==> src/rtl/vgacon_pkg.sv <==
// vgacon_pkg: shared constants, cell type and scheduler states for the VGA text console
package vgacon_pkg;
    localparam int DEF_ROWS = 3;
    localparam int DEF_COLS = 10;
    localparam logic [8:0] CELL_BLANK = 9'h020;
    localparam logic [6:0] CC_BS = 7'h08;
    localparam logic [6:0] CC_LF = 7'h0A;
    localparam logic [6:0] CC_FF = 7'h0C;
    localparam logic [6:0] CC_CR = 7'h0D;
    typedef enum logic [2:0] {
        S_CLEAR,
        S_IDLE,
        S_WRITE,
        S_SCROLL_RD,
        S_SCROLL_WR,
        S_SCROLL_BLANK
    } state_t;
    typedef struct packed {
        logic [1:0] color;
        logic [6:0] ascii;
    } cell_t;
    function automatic logic is_printable(input logic [6:0] a);
        return a >= 7'h20 && a <= 7'h7E;
    endfunction
endpackage

==> src/rtl/vgacon_tbuf_arb.sv <==
// vgacon_tbuf_arb: fixed-priority text buffer port mux, video reader over controller
module vgacon_tbuf_arb #(
    parameter int ADDR_W = 5
) (
    input  logic              vid_req,
    input  logic [ADDR_W-1:0] vid_addr,
    input  logic              ctl_en,
    input  logic              ctl_we,
    input  logic [ADDR_W-1:0] ctl_addr,
    input  logic [8:0]        ctl_wdata,
    output logic              mem_en,
    output logic              mem_we,
    output logic [ADDR_W-1:0] mem_addr,
    output logic [8:0]        mem_wdata,
    output logic              grant
);
    assign mem_en    = vid_req | ctl_en;
    assign mem_we    = ~vid_req & ctl_we;
    assign mem_addr  = vid_req ? vid_addr : ctl_addr;
    assign mem_wdata = ctl_wdata;
    assign grant     = ~vid_req & ctl_en;
endmodule

==> src/rtl/vgacon_text_sched.sv <==
// vgacon_text_sched: turns a character stream into text buffer writes with cursor, control codes and scroll
module vgacon_text_sched
    import vgacon_pkg::*;
#(
    parameter int NUM_ROWS = DEF_ROWS,
    parameter int NUM_COLS = DEF_COLS,
    parameter int ADDR_W   = $clog2(NUM_ROWS*NUM_COLS)
) (
    input  logic                        clk,
    input  logic                        rst,
    input  logic                        ch_valid,
    input  logic [8:0]                  ch_data,
    output logic                        ch_ready,
    input  logic                        vid_req,
    input  logic [ADDR_W-1:0]           vid_addr,
    output logic                        mem_en,
    output logic                        mem_we,
    output logic [ADDR_W-1:0]           mem_addr,
    output logic [8:0]                  mem_wdata,
    input  logic [8:0]                  mem_rdata,
    output logic [$clog2(NUM_ROWS)-1:0] cur_row,
    output logic [$clog2(NUM_COLS)-1:0] cur_col,
    output logic                        busy,
    output logic                        scrolled
);
    localparam int RW = $clog2(NUM_ROWS);
    localparam int CW = $clog2(NUM_COLS);
    localparam logic [ADDR_W-1:0] ADDR_LAST = ADDR_W'(NUM_ROWS*NUM_COLS-1);
    localparam logic [ADDR_W-1:0] LAST_BASE = ADDR_W'((NUM_ROWS-1)*NUM_COLS);
    localparam logic [ADDR_W-1:0] COPY_LAST = ADDR_W'((NUM_ROWS-1)*NUM_COLS-1);
    localparam logic [ADDR_W-1:0] ROW_STEP  = ADDR_W'(NUM_COLS);
    localparam logic [RW-1:0]     LAST_ROW  = RW'(NUM_ROWS-1);
    localparam logic [CW-1:0]     LAST_COL  = CW'(NUM_COLS-1);

    state_t            state;
    cell_t             ch, wdata_q;
    logic [ADDR_W-1:0] cnt, cur_addr, ctl_addr;
    logic [8:0]        hold, ctl_wdata;
    logic              rd_fresh, grant, ctl_en, ctl_we, last_row, last_col;

    assign ch       = ch_data;
    assign ch_ready = state == S_IDLE;
    assign busy     = state inside {S_CLEAR, S_SCROLL_RD, S_SCROLL_WR, S_SCROLL_BLANK};
    assign last_row = cur_row == LAST_ROW;
    assign last_col = cur_col == LAST_COL;

    // cnt walks the destination address; scroll reads come from one row below
    always_comb begin
        ctl_en    = ~rst & (state != S_IDLE);
        ctl_we    = ctl_en & (state != S_SCROLL_RD);
        ctl_addr  = state == S_WRITE ? cur_addr : state == S_SCROLL_RD ? cnt + ROW_STEP : cnt;
        ctl_wdata = state == S_WRITE ? wdata_q : state == S_SCROLL_WR ? (rd_fresh ? mem_rdata : hold) : CELL_BLANK;
    end

    vgacon_tbuf_arb #(.ADDR_W(ADDR_W)) u_arb (
        .vid_req  (vid_req),
        .vid_addr (vid_addr),
        .ctl_en   (ctl_en),
        .ctl_we   (ctl_we),
        .ctl_addr (ctl_addr),
        .ctl_wdata(ctl_wdata),
        .mem_en   (mem_en),
        .mem_we   (mem_we),
        .mem_addr (mem_addr),
        .mem_wdata(mem_wdata),
        .grant    (grant)
    );

    always_ff @(posedge clk) begin
        if (rst) begin
            state    <= S_CLEAR;
            cnt      <= '0;
            cur_row  <= '0;
            cur_col  <= '0;
            cur_addr <= '0;
            scrolled <= 1'b0;
            rd_fresh <= 1'b0;
            hold     <= CELL_BLANK;
            wdata_q  <= CELL_BLANK;
        end else begin
            scrolled <= 1'b0;
            rd_fresh <= grant && state == S_SCROLL_RD;
            if (rd_fresh) hold <= mem_rdata;
            case (state)
                S_CLEAR: if (grant) begin
                    cnt <= cnt == ADDR_LAST ? '0 : cnt + 1'b1;
                    if (cnt == ADDR_LAST) begin
                        state    <= S_IDLE;
                        cur_row  <= '0;
                        cur_col  <= '0;
                        cur_addr <= '0;
                    end
                end
                S_IDLE: if (ch_valid) begin
                    if (is_printable(ch.ascii)) begin
                        wdata_q <= ch;
                        state   <= S_WRITE;
                    end else if (ch.ascii == CC_LF) begin
                        cur_col  <= '0;
                        cur_row  <= last_row ? cur_row : cur_row + 1'b1;
                        cur_addr <= last_row ? LAST_BASE : cur_addr - ADDR_W'(cur_col) + ROW_STEP;
                        state    <= last_row ? S_SCROLL_RD : S_IDLE;
                    end else if (ch.ascii == CC_CR) begin
                        cur_col  <= '0;
                        cur_addr <= cur_addr - ADDR_W'(cur_col);
                    end else if (ch.ascii == CC_BS && cur_col != '0) begin
                        cur_col  <= cur_col - 1'b1;
                        cur_addr <= cur_addr - 1'b1;
                    end else if (ch.ascii == CC_FF) begin
                        state <= S_CLEAR;
                    end
                end
                S_WRITE: if (grant) begin
                    cur_col  <= last_col ? '0 : cur_col + 1'b1;
                    cur_row  <= last_col && !last_row ? cur_row + 1'b1 : cur_row;
                    cur_addr <= last_col && last_row ? LAST_BASE : cur_addr + 1'b1;
                    state    <= last_col && last_row ? S_SCROLL_RD : S_IDLE;
                end
                S_SCROLL_RD: if (grant) state <= S_SCROLL_WR;
                S_SCROLL_WR: if (grant) begin
                    cnt   <= cnt + 1'b1;
                    state <= cnt == COPY_LAST ? S_SCROLL_BLANK : S_SCROLL_RD;
                end
                S_SCROLL_BLANK: if (grant) begin
                    cnt <= cnt == ADDR_LAST ? '0 : cnt + 1'b1;
                    if (cnt == ADDR_LAST) begin
                        state    <= S_IDLE;
                        scrolled <= 1'b1;
                    end
                end
                default: state <= S_CLEAR;
            endcase
        end
    end
endmodule

==> config.mk <==
export PLATFORM = sky130hd
export DESIGN_NAME = vgacon_text_sched
export DESIGN_NICKNAME = d
export VERILOG_FILES = /design/src/rtl/vgacon_pkg.sv /design/src/rtl/vgacon_tbuf_arb.sv /design/src/rtl/vgacon_text_sched.sv
export SDC_FILE = /design/constraint.sdc
export NUM_CORES = 1
export LEC_CHECK = 0
export CORE_MARGIN = 2
export CORE_UTILIZATION = 30
export DETAILED_ROUTE_END_ITERATION = 8
export GPL_ROUTABILITY_DRIVEN = 0
export GPL_TIMING_DRIVEN = 0
export PLACE_DENSITY_LB_ADDON = 0.3
export SLEW_MARGIN = 30
export SYNTH_ARGS = -nofsm -noshare
export SYNTH_HDL_FRONTEND = slang
export SYNTH_HIERARCHICAL = 1
export SYNTH_SLANG_ARGS = --single-unit
==> constraint.sdc <==
create_clock -name clk -period 3.2 [get_ports clk]
set_input_delay 0.64 -clock clk [delete_from_list [all_inputs] [get_ports clk]]
set_output_delay 0.64 -clock clk [all_outputs]
set_load 0.02 [all_outputs]
# Word-level counts from Yosys, hierarchy flattened

Index checks and enable logic that the tools add are counted.
W data, S select, Z words.

Bits in registers: 39
Input port bits: 27
Output and inout port bits: 25
Word-level logic and storage cells: 135

$add $sub $neg: 9
$lt $le $gt $ge: 2
Equality and inequality tests: 31
Mux-type cells: 56
Bitwise logic cells: 9
Reductions and logical operators: 18

Operators by type and width:

| operator              | number |
|---|---|
| $mux W5               | 16 |
| $mux W3               | 12 |
| $mux W4               | 9 |
| $eq A7 B4 Y1 const B  | 4 |
| $mux W9               | 3 |
| $mux W2               | 10 |
| $reduce_and A9 Y1     | 2 |
| $pmux W3 S5           | 1 |
| $pmux W5 S3           | 1 |
| $ne A2 B2 Y1 const B  | 7 |
| $pmux W4 S3           | 1 |
| $add A5 B1 Y5 const B | 2 |
| $add A5 B4 Y5 const B | 2 |
| $eq A5 B5 Y1 const B  | 2 |
| $ne A2 B1 Y1 const B  | 5 |
| $pmux W5 S2           | 1 |
| $ne A4 B1 Y1 const B  | 2 |
| $ne A4 B4 Y1 const B  | 2 |
| $reduce_bool A4 Y1    | 2 |
| $ge A7 B6 Y1 const B  | 1 |
| $le A7 B7 Y1 const B  | 1 |
| $reduce_and A7 Y1     | 1 |
| $eq A3 B2 Y1 const B  | 2 |
| $eq A3 B3 Y1 const B  | 2 |
| 23 further kinds      | 34 |

# Depth between registers and ports, before layout

Word-level depth: 8
Depth in mapped cells: 14

# Modules after synthesis

Netlist, hierarchy kept.

Modules (own cells, without submodules):

| module            | instances | cells an instance | area each (µm²) | seq. area each (µm²) |
|---|---|---|---|---|
| vgacon_text_sched | 1         | 338               | 2716.4          | 780.7 |
| vgacon_tbuf_arb   | 1         | 18                | 177.7           | 0.0 |

# Worst setup path before layout

OpenSTA, ideal clock, no wires.

Path kind: in2reg
Start: input port rst
End: register cur_col[2]
Library setup time: 0.086 ns
Arrival: 2.517 ns
Data required time: 3.114 ns
Slack: 0.596 ns
Cell stages on the path: 11
Buffers on the path: 3
Cells stage by stage: buf_1 -> clkbuf_1 -> nor2_1 -> and2b_2 -> nor2b_1 -> a22oi_1 -> a211oi_1 -> o21a_2 -> buf_6 -> nand2b_1 -> a221oi_2

Cells in the longest elaborated chain, start to end: 5
Elaborated cells between the ends (all ways): 6

RTL lines:

| what                                   | RTL line                 | source |
|---|---|---|
| start: declaration                     | vgacon_text_sched.sv:10  | `input logic rst,` |
| $not A1 Y1 (*)                         | vgacon_text_sched.sv:49  | `ctl_en = ~rst & (state != S_IDLE);` |
| $and A1 B1 Y1 (*)                      | vgacon_text_sched.sv:49  |  |
| net ctl_en                             | vgacon_text_sched.sv:39  | `logic rd_fresh, grant, ctl_en, ctl_we, last_row, last_col;` |
| $and A1 B1 Y1 (*)                      | vgacon_tbuf_arb.sv:21    | `assign grant = ~vid_req & ctl_en;` |
| net grant                              | vgacon_text_sched.sv:39  |  |
| $ne A2 B2 Y1 (no source line)          | n/a                      |  |
| $reduce_and A7 Y1 (no source line) (*) | n/a                      |  |
| end signal: assignment                 | vgacon_text_sched.sv:107 | `cur_col <= cur_col - 1'b1;` |
| end signal: assignment                 | vgacon_text_sched.sv:114 | `cur_col <= last_col ? '0 : cur_col + 1'b1;` |
| end: declaration                       | vgacon_text_sched.sv:22  | `output logic [$clog2(NUM_COLS)-1:0] cur_col,` |

Mark *: on every way through the listed nets, which the timed path passes. The rest lies on a longest branch.
A chain may end at the register's enable or synchronous reset.

# Worst setup path after layout

Start: register state[0]
End: output port mem_addr[4]

Cells in the longest elaborated chain, start to end: 4
Elaborated cells between the ends (all ways): 5

RTL lines:

| what                     | RTL line                 | source |
|---|---|---|
| start: declaration       | vgacon_text_sched.sv:35  | `state_t state;` |
| start signal: assignment | vgacon_text_sched.sv:102 | `state <= last_row ? S_SCROLL_RD : S_IDLE;` |
| start signal: assignment | vgacon_text_sched.sv:117 | `state <= last_col && last_row ? S_SCROLL_RD : S_IDLE;` |
| start signal: assignment | vgacon_text_sched.sv:122 | `state <= cnt == COPY_LAST ? S_SCROLL_BLANK : S_SCROLL_RD;` |
| $eq A3 B2 Y1             | vgacon_text_sched.sv:51  | `ctl_addr = state == S_WRITE ? cur_addr : state == S_SCROLL_RD ? cnt + ROW_STEP : cnt;` |
| $mux W5                  | vgacon_text_sched.sv:51  |  |
| $mux W5 (*)              | vgacon_text_sched.sv:51  |  |
| net ctl_addr[4]          | vgacon_text_sched.sv:37  | `logic [ADDR_W-1:0] cnt, cur_addr, ctl_addr;` |
| $mux W5 (*)              | vgacon_tbuf_arb.sv:19    | `assign mem_addr = vid_req ? vid_addr : ctl_addr;` |
| end: declaration         | vgacon_text_sched.sv:18  | `output logic [ADDR_W-1:0] mem_addr,` |

Marks and branches as above.

==> summary.md <==
| Metric | Value |
|---|---|
| Status | complete, no violations |
| Final setup violating endpoints | 0 |
| Setup Skew | 0.004863 ns |
| CP max FO | 10 |
| Hold Path Class | register to register |
| Ys Warns | 6 |
| Fin. Hold Viols | 0 |
| Maximum VDD drop | 0.0001577 V |
| CTS Sinks | 39 |
| Die ar. | 10450 µm² |
| Maximum clock insertion buffer count | 2 |
| Vias | 2756 |
| Slew Viols, Final | 0 |
| Crit path capture type | output pin |
| Clock Latency Late Sink | 0.30 ns |
| Wire length per cell | 14.65 µm |
| Netlist cell types | 65 |
| Leading area contributor after synthesis | dfxtp_1 |
| Post-route setup TNS | 0 ns |
| CP required | 2.56 ns |
| DRC errors left | 0 |
| RR Startpoint | state[0] |
| CTS Hold Bufs | 0 |
| Area after DPL | 3556 µm² |
| Die height | 102.2 µm |
| Hold WS | 0.4816 ns |
| Initial DRC Count | 207 |
| Leak Pwr | 1.413 nW |
| Post-route ant nets | 0 |
| Layout fillers | 966 |
| Post-synth top area share | 26.98% |
| TritonCTS Buffers | 5 |
| Seq pwr share | 44.8% |
| Global-route wire length before repair | 12740 µm |
| Final min period | 3.120 ns |
| Least-Margin Pin Slew | 0.6894 ns |
| Vias in the first global route | 2580 |
| Final Cycle Share | 97.51% |
| Gr usage total | 15.45% |
| Rows | 35 |
| Fin area | 3742 µm² |
| Worst Setup SP | state[0] |
| Pwr Density | 291.5 nW/µm² |
| Clk pwr share | 45.5% |
| Worst EP arrival | 2.48 ns |
| First drt pass iteration count | 5 |
| Post-Route WL | 7938 µm |
| TritonCTS clock tree | built |
| Number of max-cap violations | 0 |
| Worst-path clk slew | 0.08 ns |
| Initial Util | 31.17% |
| Commonest cells after routing, fill and taps aside | 52 x nor2_1, 50 x clkdlybuf4s50_1, 39 x dfxtp_1 |
| RSZ-0062 raised after global routing | false |
| IO Count | 52 |
| Slew headroom | 54.04% |
| Initial antenna violation count | 0 |
| Post-synth ARST share | 0% |
| Reg area | 780.7 µm² |
| Internal | 856.4 µW |
| EDFF count, synth | 0 |
| Root Driver | clkbuf_8 |
| Startpoint Class | register |
| Layout cells sized above 1 | 13.08% |
| Switch share | 21.50% |
| Crit Path Class | register to output pin |
| HP Start | hold[5] |
| Vias per inst | 5.085 |
| Htree depth | 2 |
| Syn nets | 398 |
| Post-synth top flop | dfxtp_1 |
| Sequential area share after synthesis | 26.98% |
| FF+latch count, synth | 39 |
| Fmax | 320.5 MHz |
| Area Growth Syn to Fin | 29.31% |
| Comb pwr share | 9.7% |
| Most common library cell in the layout ignoring fill and taps | nor2_1 |
| Net count reported at finish | 454 |
| Total grt overflow | 0 |
| Gate count of the mapped netlist | 356 |
| Psw | 234.6 µW |
| DP HPWL | 5987 µm |
| Number of buffer cells added on primary ports | 50 |
| Antenna cells | 0 |
| Synth area leaders | dfxtp_1 27%, mux2i_1 8.3%, nor2_1 6.9% |
| Syn Area/Cell | 8.129 µm² |
| Post-Syn Area | 2894 µm² |
| Core Region | 9284 µm² |
| Die X | 102.2 µm |
| Largest net degree at the start of global routing | 13 |
| Multi-input gate area | 1903 µm² |
==> logic make-up after synthesis <==
kind of cell | after synthesis | synth area share, %
mux | 29 | 10.89
xor+xnor | 12 | 3.632
buf+inv | 45 | 8.430
flops | 39 | 26.98
fa+ha+maj | 15 | 6.745
simple gates | 138 | 24.69
compound gates | 78 | 18.63
==> registers in the layout, summed over array words and instances (netlist names) <==
register	cells
cur_row	2
rd_fresh	1
hold	9
scrolled	1
state	3
cur_col	4
cnt	5
wdata_q	9
cur_addr	5
==> per-layer routing <==
layer,up-vias,share of wire (%),GRT usage (%)
li1,1369,-,-
met1,1296,47,21.82
met2,81,47,24.14
met3,10,5.0,2.873
met4,0,1.0,4.308
met5,-,0,0
==> area by class of cell <==
| class | count | area share, % |
|---|---|---|
| buffer | 29 | 5.450 |
| sequential | 39 | 20.86 |
| clock buffer | 6 | 1.939 |
| tap | 129 | 4.313 |
| inverter | 14 | 1.404 |
| multi-input combinational | 272 | 50.85 |
| clock inverter | 2 | 1.605 |
| timing repair buffer | 51 | 13.57 |
==> power by group through the flow <==
stage | clock [mW] | combinational (mW) | sequential (mW)
after global placement | 0 | 0.104 | 0.501
after global routing | 0.523 | 0.115 | 0.489
final | 0.496 | 0.106 | 0.489
after floorplan | 0 | 0.0472 | 0.500
after CTS | 0.508 | 0.106 | 0.489
after detailed placement | 0 | 0.105 | 0.500
==> worst max-delay path, cell delays in order, from the launching register on <==
cell and delay [ns]:
dfxtp_1 0.31, buf_2 0.21, buf_1 0.38, nand2_1 0.10, o22a_1 0.17, o22a_1 0.21, mux2_4 0.27, clkdlybuf4s50_1 0.53
==> Yosys cell counts (3+ instances only) <==
master and number:
a211oi_1 5, a21oi_1 14, a22oi_1 4, a31oi_1 6
and3b_1 3, and4_1 3, buf_4 9, buf_6 3
clkbuf_1 14, dfxtp_1 39, ha_1 14, inv_1 14
mux2_4 5, mux2i_1 24, nand2_1 27, nand2b_1 6
nand3_1 8, nand4_1 4, nor2_1 53, nor2b_1 4
nor3_1 7, nor3b_1 3, o21ai_0 20, o22a_1 3
xnor2_1 9, xor2_1 3
==> timing repair <==
action,CTS,global route
setup endpoints to repair,22,18
resized for setup,10,13
pin swaps,0,1
buffers inserted,0,1
endpoints found under the hold margin,0,0
==> through the flow <==
step	util, %	std cells	setup slack, ns	power [mW]
finish	40.31	542	0.07979	1.091
global route	40.31	542	0.009940	1.127
CTS	39.92	542	0.001830	1.103
detailed placement	38.30	535	-0.6505	0.6050
global placement	38.30	535	-0.6880	0.6046
floorplan	-	356	0.5963	0.5471
==> worst paths after layout <==
| check | endpoint | slack [ns] | cells after the start |
|---|---|---|---|
| max reg2reg | cur_col[2] | 0.30 | 13 |
| min reg2reg | hold[5] | 0.48 | 2 |
| min | hold[5] | 0.48 | 2 |
| max | mem_addr[4] | 0.08 | 7 |
(Power assumes the default switching activity.)
